**src/rtl/barrett_divmod_pipe.sv**
```systemverilog
// ----------------------------------------------------------------------------
// barrett_divmod_pipe
//
// Streaming Barrett divider. For each accepted transaction it produces
// dividend / m0 and dividend % m0, using a caller-supplied reciprocal
// m0_inverse = floor(2^SHIFT / m0). Three register stages:
//   S1  q0 = (dividend * m0_inverse) >> SHIFT      (estimate, never too large
//                                                   when the inverse is exact)
//   S2  r0 = dividend - q0 * m0                    (residual of the estimate)
//   S3  up to CORR conditional subtractions of m0, then flag evaluation,
//       registered straight into the output port registers.
// All stages advance together on en = !out_valid | out_ready, so a stalled
// consumer freezes the whole pipe and nothing is ever dropped or duplicated.
//
// Ports
//   clk, rst        rising-edge clock, asynchronous active-high reset
//   in_valid/ready  input handshake; in_ready is combinational from out_ready
//   in_dividend     2*M0LEN-bit dividend
//   in_m0           M0LEN-bit divisor
//   in_m0_inverse   SHIFT-bit reciprocal floor(2^SHIFT / in_m0)
//   in_tag          sideband returned unchanged with the result
//   out_valid/ready output handshake
//   out_quotient    M0LEN-bit quotient (all ones on divide-by-zero)
//   out_remainder   M0LEN-bit remainder (dividend low bits on divide-by-zero)
//   out_tag         tag of the presented result
//   out_ovf         quotient did not fit, or residual still >= m0 after CORR
//   out_dz          divisor was zero
// ----------------------------------------------------------------------------
module barrett_divmod_pipe #(
  parameter int M0LEN = 14,
  parameter int SHIFT = 27,
  parameter int TAGW  = 8,
  parameter int CORR  = 2
) (
  input  logic                 clk,
  input  logic                 rst,
  input  logic                 in_valid,
  output logic                 in_ready,
  input  logic [2*M0LEN-1:0]   in_dividend,
  input  logic [M0LEN-1:0]     in_m0,
  input  logic [SHIFT-1:0]     in_m0_inverse,
  input  logic [TAGW-1:0]      in_tag,
  output logic                 out_valid,
  input  logic                 out_ready,
  output logic [M0LEN-1:0]     out_quotient,
  output logic [M0LEN-1:0]     out_remainder,
  output logic [TAGW-1:0]      out_tag,
  output logic                 out_ovf,
  output logic                 out_dz
);

  localparam int DW = 2 * M0LEN;       // dividend width
  localparam int QW = DW + 1;          // estimate / residual width
  localparam int PW = DW + SHIFT;      // full dividend * inverse product
  localparam int MW = QW + M0LEN;      // full q0 * m0 product

  localparam logic [QW-1:0] Q_ONE = {{(QW - 1){1'b0}}, 1'b1};

  // --------------------------------------------------------------------------
  // Flow control
  // --------------------------------------------------------------------------
  logic en_s;
  logic out_valid_q;

  assign en_s     = !out_valid_q || out_ready;
  assign in_ready = en_s;

  // --------------------------------------------------------------------------
  // Stage 1: quotient estimate
  // --------------------------------------------------------------------------
  logic [PW-1:0]    prod_s;
  logic [QW-1:0]    s1_q0_d;
  logic             s1_dz_d;
  logic             unused_prod_low_s;

  logic             s1_valid_q;
  logic [DW-1:0]    s1_dividend_q;
  logic [M0LEN-1:0] s1_m0_q;
  logic [QW-1:0]    s1_q0_q;
  logic [TAGW-1:0]  s1_tag_q;
  logic             s1_dz_q;

  // Full-width product; only the bits above SHIFT form the estimate.
  assign prod_s            = PW'(in_dividend) * PW'(in_m0_inverse);
  assign s1_q0_d           = {1'b0, prod_s[PW-1:SHIFT]};
  assign unused_prod_low_s = ^prod_s[SHIFT-1:0];
  assign s1_dz_d           = (in_m0 == {M0LEN{1'b0}});

  // Stage 1 registers: valid follows the input handshake, data loads only on accept
  always_ff @(posedge clk or posedge rst) begin
    if (rst) begin
      s1_valid_q    <= 1'b0;
      s1_dividend_q <= {DW{1'b0}};
      s1_m0_q       <= {M0LEN{1'b0}};
      s1_q0_q       <= {QW{1'b0}};
      s1_tag_q      <= {TAGW{1'b0}};
      s1_dz_q       <= 1'b0;
    end else if (en_s) begin
      s1_valid_q <= in_valid;
      if (in_valid) begin
        s1_dividend_q <= in_dividend;
        s1_m0_q       <= in_m0;
        s1_q0_q       <= s1_q0_d;
        s1_tag_q      <= in_tag;
        s1_dz_q       <= s1_dz_d;
      end
    end
  end

  // --------------------------------------------------------------------------
  // Stage 2: residual of the estimate
  // --------------------------------------------------------------------------
  logic [MW-1:0]    qm_s;
  logic [MW-1:0]    diff_s;
  logic [QW-1:0]    s2_r0_d;
  logic             s2_big_d;

  logic             s2_valid_q;
  logic [M0LEN-1:0] s2_m0_q;
  logic [QW-1:0]    s2_q_q;
  logic [QW-1:0]    s2_r0_q;
  logic [TAGW-1:0]  s2_tag_q;
  logic             s2_dz_q;
  logic             s2_big_q;

  // The difference is taken at full product width. With a too-large inverse
  // it goes negative and wraps; any set bit above QW marks the residual as
  // unrepresentable so the result is flagged instead of silently wrong.
  assign qm_s     = MW'(s1_q0_q) * MW'(s1_m0_q);
  assign diff_s   = MW'(s1_dividend_q) - qm_s;
  assign s2_r0_d  = diff_s[QW-1:0];
  assign s2_big_d = |diff_s[MW-1:QW];

  // Stage 2 registers: advance with the pipe, data loads only behind a valid stage 1
  always_ff @(posedge clk or posedge rst) begin
    if (rst) begin
      s2_valid_q <= 1'b0;
      s2_m0_q    <= {M0LEN{1'b0}};
      s2_q_q     <= {QW{1'b0}};
      s2_r0_q    <= {QW{1'b0}};
      s2_tag_q   <= {TAGW{1'b0}};
      s2_dz_q    <= 1'b0;
      s2_big_q   <= 1'b0;
    end else if (en_s) begin
      s2_valid_q <= s1_valid_q;
      if (s1_valid_q) begin
        s2_m0_q  <= s1_m0_q;
        s2_q_q   <= s1_q0_q;
        s2_r0_q  <= s2_r0_d;
        s2_tag_q <= s1_tag_q;
        s2_dz_q  <= s1_dz_q;
        s2_big_q <= s2_big_d;
      end
    end
  end

  // --------------------------------------------------------------------------
  // Stage 3: correction and flag evaluation
  // --------------------------------------------------------------------------
  logic [QW-1:0]    m0_ext_s;
  logic [QW-1:0]    corr_q_s;
  logic [QW-1:0]    corr_r_s;
  logic [M0LEN-1:0] out_quotient_d;
  logic [M0LEN-1:0] out_remainder_d;
  logic             out_ovf_d;

  logic [M0LEN-1:0] out_quotient_q;
  logic [M0LEN-1:0] out_remainder_q;
  logic [TAGW-1:0]  out_tag_q;
  logic             out_ovf_q;
  logic             out_dz_q;

  assign m0_ext_s = {{(QW - M0LEN){1'b0}}, s2_m0_q};

  // Unrolled conditional subtraction chain, CORR steps deep
  always_comb begin
    corr_q_s = s2_q_q;
    corr_r_s = s2_r0_q;
    for (int i = 0; i < CORR; i++) begin
      if (corr_r_s >= m0_ext_s) begin
        corr_r_s = corr_r_s - m0_ext_s;
        corr_q_s = corr_q_s + Q_ONE;
      end else begin
        corr_r_s = corr_r_s;
        corr_q_s = corr_q_s;
      end
    end
  end

  // Output selection: divide-by-zero overrides, otherwise report truncated
  // values with a flag whenever the reduction did not complete
  always_comb begin
    out_quotient_d  = corr_q_s[M0LEN-1:0];
    out_remainder_d = corr_r_s[M0LEN-1:0];
    out_ovf_d       = 1'b0;
    if (s2_dz_q) begin
      // m0 = 0 leaves r0 equal to the dividend regardless of the estimate
      out_quotient_d  = {M0LEN{1'b1}};
      out_remainder_d = s2_r0_q[M0LEN-1:0];
      out_ovf_d       = 1'b0;
    end else begin
      out_quotient_d  = corr_q_s[M0LEN-1:0];
      out_remainder_d = corr_r_s[M0LEN-1:0];
      out_ovf_d       = (|corr_q_s[QW-1:M0LEN]) || (corr_r_s >= m0_ext_s) || s2_big_q;
    end
  end

  // Output registers: hold while the consumer stalls, load only behind a valid stage 2
  always_ff @(posedge clk or posedge rst) begin
    if (rst) begin
      out_valid_q     <= 1'b0;
      out_quotient_q  <= {M0LEN{1'b0}};
      out_remainder_q <= {M0LEN{1'b0}};
      out_tag_q       <= {TAGW{1'b0}};
      out_ovf_q       <= 1'b0;
      out_dz_q        <= 1'b0;
    end else if (en_s) begin
      out_valid_q <= s2_valid_q;
      if (s2_valid_q) begin
        out_quotient_q  <= out_quotient_d;
        out_remainder_q <= out_remainder_d;
        out_tag_q       <= s2_tag_q;
        out_ovf_q       <= out_ovf_d;
        out_dz_q        <= s2_dz_q;
      end
    end
  end

  assign out_valid     = out_valid_q;
  assign out_quotient  = out_quotient_q;
  assign out_remainder = out_remainder_q;
  assign out_tag       = out_tag_q;
  assign out_ovf       = out_ovf_q;
  assign out_dz        = out_dz_q;

endmodule

```
**config.mk**
```make
export PLATFORM = sky130hd
export DESIGN_NAME = barrett_divmod_pipe
export DESIGN_NICKNAME = d
export VERILOG_FILES = /design/src/rtl/barrett_divmod_pipe.sv
export SDC_FILE = /design/constraint.sdc
export NUM_CORES = 2
export LEC_CHECK = 0
export CORE_ASPECT_RATIO = 1.2
export CORE_MARGIN = 8
export CORE_UTILIZATION = 60
export CTS_CLUSTER_SIZE = 25
export DETAILED_ROUTE_END_ITERATION = 12
export DONT_BUFFER_PORTS = 1
export PLACE_DENSITY = 0.76
export SYNTH_ARGS = -nofsm -noshare
export SYNTH_HDL_FRONTEND = slang
export SYNTH_SLANG_ARGS = --single-unit
```
**constraint.sdc**
```tcl
create_clock -name clk -period 13 [get_ports clk]
set_input_delay 1.95 -clock clk [delete_from_list [all_inputs] [get_ports clk]]
set_output_delay 1.95 -clock clk [all_outputs]
set_load 0.01 [all_outputs]
```
**Yosys cells after proc, flatten, opt, wreduce, memory -nomap -nowiden**

Index checks and enable logic that the tools add are counted.

- Register bits after elaboration: 201
- Input bits: 81
- Output and inout bits: 40
- Logic and storage cells: 46

- Add/sub/neg operators: 5
- Multiply operators: 2
- Magnitude comparators: 3
- Muxes and demuxes: 7
- Reduce and logical (&&, ||, !) cells: 10

Operators with widths:

| cell | number |
|---|---|
| two-way mux 29 bit | 4 |
| >= comparator 29 x 14 -> 1 bit | 3 |
| subtractor 29 x 14 -> 29 bit | 2 |
| multiplier 28 x 27 -> 55 bit | 1 |
| subtractor 28 x 42 -> 43 bit | 1 |
| multiplier 28 x 14 -> 42 bit | 1 |
| adder 28 x 1 -> 29 bit, second input constant | 1 |
| adder 29 x 1 -> 29 bit, second input constant | 1 |
| two-way mux 14 bit | 2 |
| OR reduction 15 bit | 1 |
| logical NOT 14 bit | 1 |
| OR reduction 14 bit | 1 |
| AND reduction 2 bit | 3 |
| logical OR 1 bit | 3 |
| logical NOT 1 bit | 1 |
| two-way mux 1 bit | 1 |

**Depth between registers and ports, before layout**

- Depth after elaboration: 8
- Depth in mapped cells: 42
- Gate-level depth less buffers: 39

**Worst setup path after synthesis**

No wires, ideal clock.

- Kind: input to register
- From: in in_dividend[19]
- To: reg s1_q0_q[27]
- Library setup time: 0.137 ns
- Arrival: 9.217 ns
- Required time: 12.863 ns
- Path slack: 3.647 ns
- Stages on the path: 30
- Cell sequence: clkbuf_1 -> clkbuf_1 -> nand2_1 -> fa_1 -> inv_1 -> fa_1 -> fa_1 -> inv_1 -> fa_1 -> inv_1 -> fa_1 -> inv_1 -> fa_1 -> inv_1 -> fa_1 -> ha_1 -> a21o_1 -> a21o_1 -> a211oi_1 -> a2bb2oi_1 -> o21ai_0 -> o31ai_1 -> o21ai_0 -> a31oi_1 -> o211ai_1 -> and3_1 -> o31a_1 -> nor2_1 -> xnor2_1 -> o21ai_0

- Longest elaborated chain between the ends: 1

RTL lines:

| what | RTL line | RTL |
|---|---|---|
| from (decl) | 39 | `input logic [2*M0LEN-1:0] in_dividend,` |
| multiplier 28 x 27 -> 55 bit | 84 | `assign prod_s = PW'(in_dividend) * PW'(in_m0_inverse);` |
| to (signal assigned) | 95 | `s1_q0_q <= {QW{1'b0}};` |
| to (signal assigned) | 103 | `s1_q0_q <= s1_q0_d;` |
| to (decl) | 79 | `logic [QW-1:0] s1_q0_q;` |

Every way passes these cells.
A chain may end at the register's enable or synchronous reset.

**Worst setup path after layout**

- From: reg s2_r0_q[14]
- To: reg out_ovf_q, in the netlist out_ovf

- Longest elaborated chain between the ends: 8
- Elaborated cells between the ends (all ways): 14
- Classes of those cells: add/sub: 3; order compare: 3; mux: 5; reduce/logical: 3

RTL lines:

| what | RTL line | RTL |
|---|---|---|
| from (decl) | 121 | `logic [QW-1:0] s2_r0_q;` |
| from (signal assigned) | 140 | `s2_r0_q <= {QW{1'b0}};` |
| from (signal assigned) | 149 | `s2_r0_q <= s2_r0_d;` |
| subtractor 29 x 14 -> 29 bit or >= comparator 29 x 14 -> 1 bit (tied branches) | 181, 180 |  |
| two-way mux 29 bit | 180 | `if (corr_r_s >= m0_ext_s) begin` |
| subtractor 29 x 14 -> 29 bit, or another cell as far along | 181 | `corr_r_s = corr_r_s - m0_ext_s;` |
| two-way mux 29 bit | 180 |  |
| >= comparator 29 x 14 -> 1 bit or OR reduction 15 bit (tied branches) | 204 | `out_ovf_d = (\|corr_q_s[QW-1:M0LEN]) \|\| (corr_r_s >= m0_ext_s) \|\| s2_big_q;` |
| logical OR 1 bit (*) (2 in a row) | 204 |  |
| two-way mux 1 bit (*) | 196 | `if (s2_dz_q) begin` |
| to (signal assigned) | 223 | `out_ovf_q <= out_ovf_d;` |
| to (decl) | 170 | `logic out_ovf_q;` |

Mark *: on every way between the ends. The rest lies on a longest branch, timed or not.

==> reports/qor.csv <==
stage;metric;value;unit
detailed_routing;Routed Antenna Nets;0;
floorplanning;Die X;275;um
floorplanning;Initial Util;0.604;
synthesis;Simple-Gate Fraction of Synth Area;0.168;
detailed_routing;final wirelength;126000;um
worst_setup_path;r2r worst-path depth;33;
timing;Worst-Margin Slew;1010;ps
timing;Peak Freq;96.4;MHz
grt;gr usage total;0.287;
synthesis;Cells after Synth;5423;
detailed_routing;wire length on met3;10900;um
synthesis;Post-synth EDFFs;0;
placed_design;routability cong.;0.968;
synthesis;ys async rst share;1.00;
floorplanning;die area;90200;um^2
placed_design;Port Buffers;0;
cells_and_area;Util after Layout;0.618;
cells_and_area;Ant. Diodes;0;
detailed_routing;WL met1;48000;um
timing;Final TNS setup;0;ps
detailed_routing;Top Metal Used;met4;
synthesis;area fraction in compound gates after synthesis;0.0652;
timing;Setup Skew;23.7;ps
worst_setup_path;Worst EP required;13390;ps
flow_run;Max Cap Viol;0;
synthesis;top_reg_cell synth;dfrtp_1;
clocking;worst-skew pair later-pin latency;550;ps
min_path;Worst Hold End;out_tag[1];
synthesis;Synth warnings;0;
worst_setup_path;delay-heaviest family, CP;simple AND/OR/NAND/NOR gates;
synthesis;Post-Syn Nets;6840;
synthesis;synth unique cells;81;
clocking;clock sinks;201;
worst_setup_path;crit path max fanout;28;
synthesis;syn avg cell area;8.94;um^2
grt;largest net degree at the start of global routing;89;
detailed_routing;initial detailed-routing violation count;2544;
timing;crit share post-route;0.798;
clocking;CTS clock-pin slew for the worst setup and hold paths;60;ps
grt;initial antenna violation count;1;
timing;Slew Viols, Final;0;
worst_setup_path;critical path type;register to register;
clocking;postcts setup bufs;0;
grt;grt ovf;0;
timing;Final setup viols;0;
cells_and_area;Final #Nets;6590;
cells_and_area;share of cells above drive strength 1;0.0366;
synthesis;Seq cells post-synth;201;
worst_setup_path;kind of end point of the critical path;register;
min_path;hold crit path type;register to register;
clocking;post-cts resize count;0;
worst_setup_path;reg2reg setup slack;2620;ps
cells_and_area;P&R area growth vs syn;2.36;%
worst_setup_path;CP bufs+invs;2;
worst_setup_path;crit-path most repeated cell;o21a_1;
timing;Hold Vio Cnt, Final;0;
clocking;CTS tree;built;
clocking;total CTS buffers;23;
placed_design;hpwl dp;96400;um
synthesis;main combinational cell family by area after synthesis;adder cells;
clocking;hold_buf cts;0;
synthesis;largest cells by area after synthesis;fa_1, dfrtp_1, ha_1;
worst_setup_path;reg2reg end;out_ovf;
timing;unrepaired setup endpoints after global routing;no;
floorplanning;Die H;327;um
min_path;Worst Min Path Start;s2_tag_q[1];
synthesis;post-synthesis mux area share;0.0283;
worst_setup_path;Critical Path Source Type;register;
detailed_routing;via count;35976;
floorplanning;core area;80300;um^2
detailed_routing;Via density;5.77;
grt;first-pass GRT wire length;205000;um
worst_setup_path;Crit-path slowest cell;nor3_4;
clocking;CTS root buffer;clkbuf_16;
timing;Tmin final;10380;ps
timing;Slew HR;0.306;
synthesis;sequential cell area fraction in the yosys report;0.104;
synthesis;Post-Synth XOR/XNOR Area;0.0246;
synthesis;Syn Std Cell Area;48500;um^2
grt;vias in the first global route;38497;
clocking;clock buffer depth;3;
floorplanning;Rows;114;
clocking;H-tree levels;1;
synthesis;Adder-Cell Fraction of Synth Area;0.499;
detailed_routing;DRT Pass-1 Iters;6;
synthesis;Synth area leader;fa_1;
min_path;hold-critical path depth;2;
worst_setup_path;crit path DAT;10770;ps
detailed_routing;average wire per standard cell;20.3;um
synthesis;Synth top area share;0.410;
worst_setup_path;CP peak stage delay;840;ps
detailed_routing;Routed met2 length;62600;um
worst_setup_path;Reg2Reg Launch Point;s2_r0_q[14];
run_status;outcome;completed;
floorplanning;# IOs;121;
detailed_routing;drt drc;0;
stage by stage:
step	instance area [um^2]	hold slack [ps]	worst slack, ps	cells
after floorplan	48500	433	3650	5423
after global placement	48900	443	2940	6192
after detailed placement	48900	444	2740	6192
after CTS	49600	460	2700	6232
after global routing	49600	468	1770	6232
final	49600	456	2620	6232
how the worst max path moves through the flow:
stage	from	to	slack, ps	depth (start not counted)
4_1_cts	s2_m0_q[1]	out_ovf	2700	36
2_1_floorplan	in_dividend[19]	s1_q0_q[27]	3650	30
3_3_place_gp	s2_m0_q[1]	out_ovf	2940	36
5_1_grt	s2_m0_q[6]	out_ovf	1770	36
6_report	s2_r0_q[14]	out_ovf	2620	33
3_5_place_dp	s2_r0_q[14]	out_ovf	2740	33
layout by cell type (no fill, tap or decap), types with 39 or more instances in the layout:
cell type,instances
a21o_1,48
a21oi_1,128
and2_1,457
dfrtp_1,201
fa_1,994
ha_1,342
inv_1,1132
mux2_2,103
nand2_1,894
nand3_1,39
nor2_1,108
nor3_1,41
o21ai_0,127
xnor2_1,78
xor2_1,58
cell families (layout without fill, tap and decap cells):
logic type               count (synthesis)  after routing
AO/OA/AOI/OAI                          492            492
adder cells (fa/ha/maj)               1336           1336
flip-flops                             201            201
buffers and inverters                 1438           1203
XOR/XNOR                               136            136
AND/OR/NAND/NOR                       1696           1696
multiplexers                           124            124
worst reg2reg max path: cells and delay by family, from the launching register on:
family	cells	cell delay [ps]
buffers and inverters	2	420
muxes	2	760
AOI/OAI and AO/OA	15	3530
adders and majority gates	2	580
and+or+nand+nor	12	4430
DFF	1	510
sequential cells by signal, indices dropped and copies added, names as in the netlist, 14 cells and up:
signal / cells
s2_r0_q: 29
s1_dividend_q: 28
s1_q0_q: 28
s2_q_q: 28
out_quotient: 14
out_remainder: 14
s1_m0_q: 14
s2_m0_q: 14
cell type report:
| class | instances | area (um^2) |
|---|---|---|
| flip-flops and latches | 201 | 5030 |
| clock inverters | 10 | 143 |
| inverters | 1134 | 4260 |
| repair buffers | 29 | 218 |
| well taps | 1044 | 1310 |
| multi-input cells | 3784 | 38000 |
| clock buffers | 30 | 622 |
| fillers | 6867 | 30700 |
Yosys cell counts, drive strengths merged, types with 10 or more instances:
| cell | count |
|---|---|
| a2111oi | 17 |
| a211oi | 23 |
| a21o | 48 |
| a21oi | 128 |
| a31oi | 14 |
| and2 | 457 |
| and3 | 14 |
| buf | 32 |
| clkbuf | 272 |
| dfrtp | 201 |
| fa | 994 |
| ha | 342 |
| inv | 1133 |
| mux2 | 104 |
| mux2i | 20 |
| nand2 | 896 |
| nand2b | 18 |
| nand3 | 39 |
| nand4 | 26 |
| nor2 | 109 |
| nor2b | 28 |
| nor3 | 43 |
| nor4 | 18 |
| o2111ai | 10 |
| o211ai | 14 |
| o21a | 24 |
| o21ai | 129 |
| o21bai | 15 |
| o31ai | 19 |
| xnor2 | 78 |
| xor2 | 58 |
routing by layer:
layer | track usage | vias up
li1 | - | 15844
met1 | 0.363 | 18200
met2 | 0.499 | 1610
met3 | 0.0435 | 322
met4 | 0.0962 | 0
met5 | 0 | -
Power is not shown: default switching activity piles up to over one toggle a cycle in this logic, so the estimate is an artifact.
